**src/rtl/mem_arbiter_pkg.sv**
```systemverilog
// Shared definitions for the two-port memory arbiter: bus widths and FSM encoding.
package mem_arbiter_pkg;
   localparam int WORD_WIDTH = 16;
   localparam int MEM_DEPTH  = 2048;

   typedef enum logic [1:0] {
      ARB_IDLE = 2'd0,
      ARB_OWN0 = 2'd1,
      ARB_OWN1 = 2'd2
   } arb_state_t;
endpackage

```
**src/rtl/mem_arbiter.sv**
```systemverilog
// Round-robin arbiter sharing one single-port memory between two requesters,
// with burst hold, a MAX_BURST fairness limit and a port-tagged 1-cycle read return.
module mem_arbiter
   import mem_arbiter_pkg::*;
#(
   parameter int WORD_WIDTH = mem_arbiter_pkg::WORD_WIDTH,
   parameter int MAX_BURST  = 8
) (
   input  logic                  clock,
   input  logic                  nrst,
   input  logic                  req0,
   input  logic                  req1,
   input  logic [WORD_WIDTH-1:0] addr0,
   input  logic [WORD_WIDTH-1:0] addr1,
   input  logic                  wr0,
   input  logic                  wr1,
   input  logic [WORD_WIDTH-1:0] wdata0,
   input  logic [WORD_WIDTH-1:0] wdata1,
   output logic                  gnt0,
   output logic                  gnt1,
   output logic [WORD_WIDTH-1:0] rdata,
   output logic                  rvalid0,
   output logic                  rvalid1,
   output logic [WORD_WIDTH-1:0] mem_addr,
   output logic                  mem_wr_en,
   output logic [WORD_WIDTH-1:0] mem_din,
   input  logic [WORD_WIDTH-1:0] mem_dout,
   output arb_state_t            dbg_state
);

   localparam int CW = (MAX_BURST > 1) ? $clog2(MAX_BURST) : 1;
   localparam logic [CW-1:0] BURST_LAST = CW'(MAX_BURST - 1);

   arb_state_t    state, state_nxt;
   logic [CW-1:0] burst_cnt, burst_cnt_nxt;
   logic          last, last_nxt;   // 1 = port 1 held the grant most recently
   logic          rd_pend, rd_port;
   logic          xfer0, xfer1, burst_at_max;

   assign xfer0        = req0 && (state == ARB_OWN0);
   assign xfer1        = req1 && (state == ARB_OWN1);
   assign burst_at_max = (burst_cnt == BURST_LAST);

   always_comb begin
      state_nxt     = state;
      burst_cnt_nxt = burst_cnt;
      last_nxt      = last;
      case (state)
         ARB_IDLE: begin
            if (req0 && req1)  state_nxt = last ? ARB_OWN0 : ARB_OWN1;
            else if (req0)     state_nxt = ARB_OWN0;
            else if (req1)     state_nxt = ARB_OWN1;
         end
         ARB_OWN0: begin
            // Handover goes straight to the other port so no cycle is wasted.
            if (!req0 || (burst_at_max && req1)) begin
               last_nxt      = 1'b0;
               burst_cnt_nxt = '0;
               state_nxt     = req1 ? ARB_OWN1 : ARB_IDLE;
            end else if (!burst_at_max) begin
               burst_cnt_nxt = burst_cnt + CW'(1);
            end
         end
         ARB_OWN1: begin
            if (!req1 || (burst_at_max && req0)) begin
               last_nxt      = 1'b1;
               burst_cnt_nxt = '0;
               state_nxt     = req0 ? ARB_OWN0 : ARB_IDLE;
            end else if (!burst_at_max) begin
               burst_cnt_nxt = burst_cnt + CW'(1);
            end
         end
         default: state_nxt = ARB_IDLE;
      endcase
   end

   always_ff @(posedge clock or negedge nrst) begin
      if (!nrst) begin
         state     <= ARB_IDLE;
         burst_cnt <= '0;
         last      <= 1'b1;
         rd_pend   <= 1'b0;
         rd_port   <= 1'b0;
      end else begin
         state     <= state_nxt;
         burst_cnt <= burst_cnt_nxt;
         last      <= last_nxt;
         // Return tag follows the issuing port, independent of any handover.
         rd_pend   <= (xfer0 && !wr0) || (xfer1 && !wr1);
         rd_port   <= xfer1;
      end
   end

   always_comb begin
      mem_addr  = '0;
      mem_din   = '0;
      mem_wr_en = 1'b0;
      if (state == ARB_OWN0) begin
         mem_addr  = addr0;
         mem_din   = wdata0;
         mem_wr_en = xfer0 && wr0;
      end else if (state == ARB_OWN1) begin
         mem_addr  = addr1;
         mem_din   = wdata1;
         mem_wr_en = xfer1 && wr1;
      end
   end

   assign gnt0      = (state == ARB_OWN0);
   assign gnt1      = (state == ARB_OWN1);
   assign rvalid0   = rd_pend && !rd_port;
   assign rvalid1   = rd_pend && rd_port;
   assign rdata     = rd_pend ? mem_dout : '0;
   assign dbg_state = state;

endmodule

```
**config.mk**
```make
export PLATFORM = sky130hd
export DESIGN_NAME = mem_arbiter
export DESIGN_NICKNAME = d
export VERILOG_FILES = /design/src/rtl/mem_arbiter_pkg.sv /design/src/rtl/mem_arbiter.sv
export SDC_FILE = /design/constraint.sdc
export NUM_CORES = 1
export LEC_CHECK = 0
export CAP_MARGIN = 10
export CORE_MARGIN = 2
export CORE_UTILIZATION = 35
export DETAILED_ROUTE_END_ITERATION = 8
export DONT_BUFFER_PORTS = 1
export PLACE_DENSITY = 0.54
export SLEW_MARGIN = 40
export SYNTH_ARGS = -nofsm -noshare
export SYNTH_HDL_FRONTEND = slang
export SYNTH_SLANG_ARGS = --single-unit
export TNS_END_PERCENT = 20
```
**constraint.sdc**
```tcl
create_clock -name clock -period 1.7 [get_ports clock]
set_clock_uncertainty 0.05 [all_clocks]
set_input_delay 0.255 -clock clock [delete_from_list [all_inputs] [get_ports clock]]
set_output_delay 0.255 -clock clock [all_outputs]
set_load 0.01 [all_outputs]
```
==> impl_metrics.toml, run 1 <==
[timing]
clock.fmax_mhz = 556.9
rsz0062_at_grt = "true"
worst_pin_slew_ps = 415.3
setup_violations = 35
layout_setup_ws_ps = -95.53
fin_crit_ps = 1796
slew_violations = 0
hold_viol_final = 0
period_share_pct = 105.6
max_slew_margin_pct = 72.22
timing.hold.ws_ps = 20.59

[detailed_routing]
vias_per_cell = 6.390
drc = 0
wire_per_inst_um = 24.20
drtIter0Drc = 53
ant_nets = 0
routed_wl_um = 3969
vias = 1048
dr.pass1.iters = 4

[clocking]
clk_latency_ps = 270
cts_made_buffers = 3
cts-htree-levels = 1
root_buffer = "clkbuf_4"
clock_sinks = 8
cts_tree = "yes"
clkTransAtPathRegs_ps = 70
cts_buffer_depth = 2

[setup_path]
path_cells = "buf_6, ha_4, nor2_4, buf_6, a22o_1"
cp_data_required_time_ps = 1390
crit_type = "register to output port"
path_max_fanout = 7
critPathSlowestCell = "dfrtp_1"
setup.worst_path.end_class = "output port"
crit_path_start_kind = "register"
cp.arrival_ps = 1490
max_stage_delay_ps = 410
crit_family = "flip-flops"
crit_top_cell = "buf_6"
critical_path_buf_inv_count = 2

[yosys]
synth_adder_area_share_pct = 6.250
synth_mux_area_share_pct = 1.125
syn_inst = 116
synthSimpleGateAreaFrac_pct = 21.25
synthArstFlopShare_pct = 100.0
yosysUniqueCellTypes = 34
yosys_warnings = 0
synth_ff_type = "dfrtp_1"
netlist_area_sq_um = 1001
syn-num-nets = 207
synth-edff-count = 0
synth_area_per_cell_sq_um = 8.629
synth_xor_area_share_pct = 0
synth_compound_area_share_pct = 43.87
seq_area_frac_synth_pct = 20.13
synth_seq_cells = 8
synth_top_family_by_area = "compound AO/OA/AOI/OAI gates"

[cells_and_area]
finalInstanceArea_sq_um = 1549
register_area_sq_um = 201.4
fill_cells = 243
areaGrowthSynthToFinish_pct = 54.75
drive_above_1_share_pct = 49.62
diodes = 0
finish.utilization_pct = 56.66
finalNonFillerCells = 164
final_net_count = 225
multi_input_area_sq_um = 1025

[power]
leakage_nw = 0.6824
finalPower_w = 0.002639
p_per_area_nw_per_um2 = 1704
peakVddDrop_mv = 1.231

[floorplanning]
rows = 19
start_util_pct = 36.61
die_h_um = 57.48
dieArea_sq_um = 3303
ios = 141
core_area_sq_um = 2734
die_w_um = 57.48

[global_routing]
grt_max_degree = 19
overflow = 0
antenna_found_initial = 0
grt_pass1_vias = 1104
grt_pass1_wl_um = 5526
grt_usage_pct = 21.79

[hold_path]
hold_path.class = "input port to register"

[placement]
numPortBuffers = 0
placed_area_sq_um = 1070
gp_congestion = 0.7972
post-place-cells = 146
dpl.hpwl_um = 2796

[outcome]
failed_checks = "negative setup slack"
outcome = "complete, but fails checks"

[flow_run]
cap_viol_max_count = 0
## placed cells by master (no fill, tap or decap), types with 3 or more instances in the layout
master,instances
nand2_1,4
ha_4,3
clkbuf_4,3
a31oi_1,3
a22o_4,22
and2_1,17
dfrtp_1,7
a22o_1,11
a21oi_1,3
buf_6,5
buf_4,14
inv_2,3
## flip-flops by register name, indices dropped and copies added (netlist names)
signal / count
rd_port: 1
rd_pend: 1
burst_cnt: 3
dbg_state: 2
last: 1
## final cells by class
type	instances	area share (%)
Clock buffer	4	1.696
Inverter	5	1.212
Multi-Input combinational cell	93	66.15
Sequential cell	8	13.00
Tap cell	31	2.504
Timing Repair Buffer	23	15.43
## cell usage after synthesis (2+ instances only)
cell type	count	area, sq um
and2_1	19	118.9
nor2b_1	2	12.51
buf_2	5	25.02
inv_1	5	18.77
clkbuf_1	4	15.01
a32oi_1	2	17.52
a22o_1	33	289.0
nand2_1	5	18.77
dfrtp_1	7	175.2
a21oi_1	3	15.01
ha_1	5	62.56
o32ai_2	2	32.53
a31oi_1	3	18.77
## layer usage
| metal | GRT usage (%) | vias up | wire (um) |
|---|---|---|---|
| li1 | - | 481 | - |
| met1 | 26.04 | 500 | 1500 |
| met2 | 39.77 | 63 | 2109 |
| met3 | 4.308 | 4 | 326 |
| met4 | 4.983 | 0 | 31 |
| met5 | 0 | - | 0 |
## where the power goes
part / switching (W) / total, W / internal [W]
Clock: 0.0000841 / 0.000175 / 0.0000908
Sequential: 0.0000765 / 0.000347 / 0.000271
Combinational: 0.00102 / 0.00212 / 0.00110
Total: 0.00118 / 0.00264 / 0.00146
## metrics by stage
step                      setup slack (ps)  setup TNS (ps)
after global placement              -32.28          -908.9
final                               -95.53           -2383
after CTS                           -88.58           -2614
after detailed placement            -102.4           -2734
after floorplan                     -21.19          -38.66
after global routing                -146.2           -4279
## cells by family after synthesis
family | Yosys count
flops | 8
mux | 1
simple gates | 35
compound gates | 51
fa+ha+maj | 5
buf+inv | 16
## worst paths after layout
path	startpoint	end	slack, ps	cells after the start
max in group asynchronous	nrst	last	980	1
worst max register to register	dbg_state[0]	dbg_state[1]	-20	6
worst min register to register	burst_cnt[0]	burst_cnt[0]	450	1
min in group asynchronous	nrst	dbg_state[1]	300	1
worst min-delay path	wr0	rd_pend	20	1
worst max-delay path	dbg_state[0]	mem_din[3]	-100	5
## timing repair
action                                  4_1_cts  5_1_grt
resized for setup                            39       10
hold buffers                                  1        0
pin swaps                                    11        7
setup buffers                                10        1
endpoints found under the hold margin         8        0
gates cloned                                  2        0
endpoints found under the setup margin       33       38
No activity file was read; power rests on OpenSTA's default activity.
==> run 2: changes to the inputs <==
--- a/config.mk
+++ b/config.mk
@@ -11,6 +11,7 @@
 export DETAILED_ROUTE_END_ITERATION = 8
 export DONT_BUFFER_PORTS = 1
 export PLACE_DENSITY = 0.54
+export SETUP_SLACK_MARGIN = 0.2
 export SLEW_MARGIN = 40
 export SYNTH_ARGS = -nofsm -noshare
 export SYNTH_HDL_FRONTEND = slang
==> run 2 against run 1 <==
The run still ends with negative setup slack left. Non-clock buffer count shrank 17. First-iteration DRC count shrank 40%. Core utilization shrank 13 points. Power shrank 24%. Maximum frequency shrank 3.2%. Sequential power grew 6.3%. Die area is the same. Flip-flop and latch count is the same. Global-route usage shrank 2.7 points.
==> impl_metrics.toml, run 2 (synthesized netlist as in run 1, its figures left out) <==
[clocking]
cts_made_buffers = 3
cts_buffer_depth = 2
clock_sinks = 8
cts_tree = "yes"
postCtsSetupBuffers = 0
clkTransAtPathRegs_ps = 70
cts-htree-levels = 1
clk_latency_ps = 260
root_buffer = "clkbuf_4"

[timing]
max_slew_margin_pct = 74.68
clock.fmax_mhz = 539.1
setup_violations = 33
hold_viol_final = 0
layout_setup_ws_ps = -155.0
period_share_pct = 109.1
fin_crit_ps = 1855
worst_pin_slew_ps = 378.6
rsz0062_at_grt = "true"
slew_violations = 0

[setup_path]
path_max_fanout = 32
rr_worst_depth = 5
cp.arrival_ps = 1550
r2r-end = "dbg_state[0]"
crit_type = "register to output port"
r2r_start = "dbg_state[0]"
reg2reg_slack_ps = 90
cp_data_required_time_ps = 1390
crit_path_start_kind = "register"
setup.worst_path.end_class = "output port"

[power]
p_per_area_nw_per_um2 = 1689
switching_share_pct = 48.70
share_comb_of_total_power_pct = 73.5
peakVddDrop_mv = 0.8592
seq_power_share_pct = 18.3
p_switching_w = 0.0009796
leakage_nw = 0.4803
p_clk_share_pct = 8.1
p_int_w = 0.001032

[floorplanning]
ios = 141
rows = 19
die_h_um = 57.48
core_area_sq_um = 2734
dieArea_sq_um = 3303
die_w_um = 57.48
start_util_pct = 36.61

[detailed_routing]
vias = 969
wire_per_inst_um = 23.95
dr.pass1.iters = 4
drtIter0Drc = 32
ant_nets = 0
drc = 0
vias_per_cell = 6.637
routed_wl_um = 3497

[cells_and_area]
drive_above_1_share_pct = 27.83
diodes = 0
areaGrowthSynthToFinish_pct = 19.00
final_cell_mix = "27 x a22o_1, 17 x and2_1, 6 x a22o_4, 5 x nand2_1, 5 x dfrtp_1"
max_flop_register = "burst_cnt"
finish.utilization_pct = 43.57
final_net_count = 207
layout_commonest_cell = "a22o_1"
largest_reg_flops = 3

[hold_path]
holdPathEnd = "rd_pend"
hold_path.class = "input port to register"
whs_path_depth = 1
hold_start = "wr0"

[flow_run]
cap_viol_max_count = 0

[placement]
post-place-ws_ps = 100.6
gp_congestion = 0.8729
numPortBuffers = 0
dpl.hpwl_um = 2948

[global_routing]
grt_usage_pct = 19.12
antenna_found_initial = 0
grt_max_degree = 36
grt_pass1_wl_um = 4623
overflow = 0
grt_pass1_vias = 882

[outcome]
failed_checks = "negative setup slack"
outcome = "complete, but fails checks"
## run 2: how the worst max path moves through the flow
stage                      start            to  slack [ps]  cells after the start
floorplan           dbg_state[1]  dbg_state[1]         140                      6
global placement    dbg_state[0]  dbg_state[0]         120                      5
detailed placement  dbg_state[0]  dbg_state[0]         100                      5
CTS                 dbg_state[0]  mem_addr[13]        -150                      6
global route        dbg_state[0]    mem_din[2]        -240                      6
finish              dbg_state[0]   mem_addr[7]        -160                      6
## run 2: metal layers
layer / GRT usage [%] / wire [um]
met2: 26.79 / 1551
met3: 24.26 / 840
met1: 17.84 / 1105
met5: 0 / 0
met4: 2.990 / 0
## run 2: critical path, cell delays in order, from the launching register on
cell and delay (ps):
dfrtp_2 440, inv_2 100, ha_4 180, inv_4 60
nor2_4 110, buf_12 190, a22o_1 210
## run 2: timing repair
item	in CTS	in global routing
hold buffers	1	0
pin swaps	8	2
endpoints found under the hold margin	8	0
endpoints found under the setup margin	38	40
resized for setup	7	2
## run 2: cell type report
cell class,instances,area [sq um]
inverters,5,21.27
clock buffers,4,26.28
multi-input cells,92,828.3
repair buffers,6,72.57
fillers,267,1543
well taps,31,38.79
flip-flops and latches,8,203.9
## run 2: stage by stage
step | hold slack, ps | cell area (sq um) | instances | total power, W | setup TNS (ps)
CTS | 62.99 | 1181 | 146 | 0.002000 | -4555
detailed placement | -90.39 | 1087 | 141 | 0.001748 | 0
global route | 46.03 | 1191 | 146 | 0.002141 | -7022
finish | 59.16 | 1191 | 146 | 0.002012 | -4272
floorplan | -90.59 | 1070 | 116 | 0.001552 | 0
global placement | -90.42 | 1087 | 141 | 0.001722 | 0
## run 2: power by group through the flow
stage | registers [W] | logic, W | clock network, W
CTS | 0.000370 | 0.00146 | 0.000165
global route | 0.000381 | 0.00158 | 0.000184
floorplan | 0.000348 | 0.00120 | 0
finish | 0.000369 | 0.00148 | 0.000164
global placement | 0.000366 | 0.00136 | 0
detailed placement | 0.000370 | 0.00138 | 0
==> run 3: changes to the inputs <==
--- a/config.mk
+++ b/config.mk
@@ -6,11 +6,11 @@
 export NUM_CORES = 1
 export LEC_CHECK = 0
 export CAP_MARGIN = 10
-export CORE_MARGIN = 2
-export CORE_UTILIZATION = 35
+export CORE_AREA = 2 2 55 57
 export DETAILED_ROUTE_END_ITERATION = 8
+export DIE_AREA = 0 0 57 59
 export DONT_BUFFER_PORTS = 1
-export PLACE_DENSITY = 0.54
+export PLACE_DENSITY = 0.53
 export SETUP_SLACK_MARGIN = 0.2
 export SLEW_MARGIN = 40
 export SYNTH_ARGS = -nofsm -noshare
==> constraint.sdc (replaced) <==
create_clock -name clock -period 1.8 [get_ports clock]
set_clock_uncertainty 0.05 [all_clocks]
set_input_delay 0.27 -clock clock [delete_from_list [all_inputs] [get_ports clock]]
set_output_delay 0.27 -clock clock [all_outputs]
set_load 0.01 [all_outputs]
==> run 3 against run 2 <==
Critical path depth did not move. Non-clock buffer count grew 19. Sequential power fell by 8.7%. Cell count rose by 13%. The flow still finishes with violations (negative setup slack). Critical path type unchanged. Core utilization increased by 21 points. Global-route usage decreased by 0.49 points. Register-to-register slack about the same.
==> impl_metrics.toml, run 3 (synthesized netlist as in run 1, its figures left out) <==
[outcome]
outcome = "complete, but fails checks"
failed_checks = "negative setup slack"

[timing]
worst_pin_slew_ps = 423.7
slew_violations = 0
layout_setup_ws_ps = -65.31
rsz0062_at_grt = "true"
max_slew_margin_pct = 71.66
period_share_pct = 103.6
fin_crit_ps = 1865
clock.fmax_mhz = 536.1
hold_viol_final = 0
timing.hold.ws_ps = 53.69
setup_violations = 32

[clocking]
clock_sinks = 8
root_buffer = "clkbuf_4"
cts_made_buffers = 3
clkTransAtPathRegs_ps = 60
cts_buffer_depth = 2
cts-htree-levels = 1
clk_latency_ps = 250
cts_tree = "yes"

[global_routing]
overflow = 0
grt_usage_pct = 18.63
antenna_found_initial = 0
grt_max_degree = 27
grt_pass1_vias = 992
grt_pass1_wl_um = 4698

[placement]
post-place-cells = 143
dpl.hpwl_um = 2568
numPortBuffers = 0
gp_congestion = 0.7611
post-place-ws_ps = 143.2

[detailed_routing]
routed_wl_um = 4061
drc = 0
vias = 1066
ant_nets = 0
vias_per_cell = 6.461
wire_per_inst_um = 24.61
drtIter0Drc = 31
dr.pass1.iters = 4

[hold_path]
hold_path.class = "input port to register"

[setup_path]
max_stage_delay_ps = 460
critPathSlowestCell = "dfrtp_2"
critical_path_buf_inv_count = 3
path_cells = "inv_2, ha_4, nor2_4, buf_12, buf_12, a22o_4"
crit_path_start_kind = "register"
crit_family = "flip-flops"
crit_top_cell = "buf_12"
cp.arrival_ps = 1550
setup.worst_path.end_class = "output port"
crit_type = "register to output port"
path_max_fanout = 11
cp_data_required_time_ps = 1480

[cells_and_area]
drive_above_1_share_pct = 60.45
max_flop_register = "burst_cnt"
final_cell_mix = "33 x a22o_4, 17 x and2_1, 10 x buf_4, 8 x buf_6, 6 x dfrtp_1"
largest_reg_flops = 3
final_net_count = 226
layout_commonest_cell = "a22o_4"
finalNonFillerCells = 165
diodes = 0
areaGrowthSynthToFinish_pct = 73.63
finish.utilization_pct = 64.13

[floorplanning]
ios = 141
die_h_um = 59
core_area_sq_um = 2710
die_w_um = 57
dieArea_sq_um = 3363
start_util_pct = 36.93
rows = 19

[power]
peakVddDrop_mv = 1.286
leakage_nw = 0.7719
p_per_area_nw_per_um2 = 1630
share_comb_of_total_power_pct = 82.9
p_switching_w = 0.001190
seq_power_share_pct = 11.9
p_clk_share_pct = 5.2
p_int_w = 0.001643
switching_share_pct = 41.99

[flow_run]
cap_viol_max_count = 0
-- run 3: cell types whose count changed in the layout (fill, tap and decap cells not counted), sizes merged --
cell,before,now
buf,5,23
clkbuf,4,5
-- run 3: metal layers --
layer,routed length (um),GRT usage [%]
met5,0,0
met4,21,3.654
met3,285,5.895
met2,2372,36.78
met1,1382,19.27
-- run 3: worst reg2reg max path, cell delays in order (launching register included) --
cell	delay (ps)
dfrtp_1	410
buf_6	130
ha_4	170
buf_4	140
and2_4	160
a22o_4	280
o32ai_4	270
-- run 3: worst paths after layout --
kind / end / cells after the start / slack, ps / from
setup / recovery: mem_din[11] / 6 / -70 / dbg_state[1]
setup reg to reg: dbg_state[1] / 6 / 100 / dbg_state[0]
hold reg to reg: burst_cnt[0] / 1 / 440 / burst_cnt[0]
max in group asynchronous: last / 1 / 1040 / nrst
min in group asynchronous: burst_cnt[1] / 1 / 340 / nrst
hold / removal: rd_pend / 1 / 50 / wr0
-- run 3: what timing repair did --
item | 4_1_cts | 5_1_grt
setup endpoints to repair | 35 | 38
endpoints found under the hold margin | 8 | 0
hold buffers | 1 | 0
buffers inserted | 11 | 1
gates cloned | 3 | 2
pin swaps | 17 | 19
resized for setup | 36 | 31
-- run 3: power by group through the flow --
stage	clock network, W	registers (W)	logic (W)
floorplan	0	0.000323	0.00109
global placement	0	0.000335	0.00122
detailed placement	0	0.000339	0.00124
CTS	0.000157	0.000336	0.00192
global route	0.000169	0.000351	0.00246
finish	0.000148	0.000337	0.00235
-- run 3: through the flow --
step	power [W]	setup TNS (ps)	instance area [sq um]
floorplan	0.001414	0	1045
global placement	0.001559	0	1064
detailed placement	0.001580	0	1064
CTS	0.002410	-1400	1471
global route	0.002983	-3142	1738
finish	0.002833	-1811	1738
-- run 3: area by class of cell --
cell class | instances | area [sq um]
clock buffer | 4 | 26.28
tap | 31 | 38.79
fill | 208 | 972.2
timing repair buffer | 25 | 315.3
multi-input combinational | 92 | 1134
sequential | 8 | 202.7
inverter | 5 | 21.27
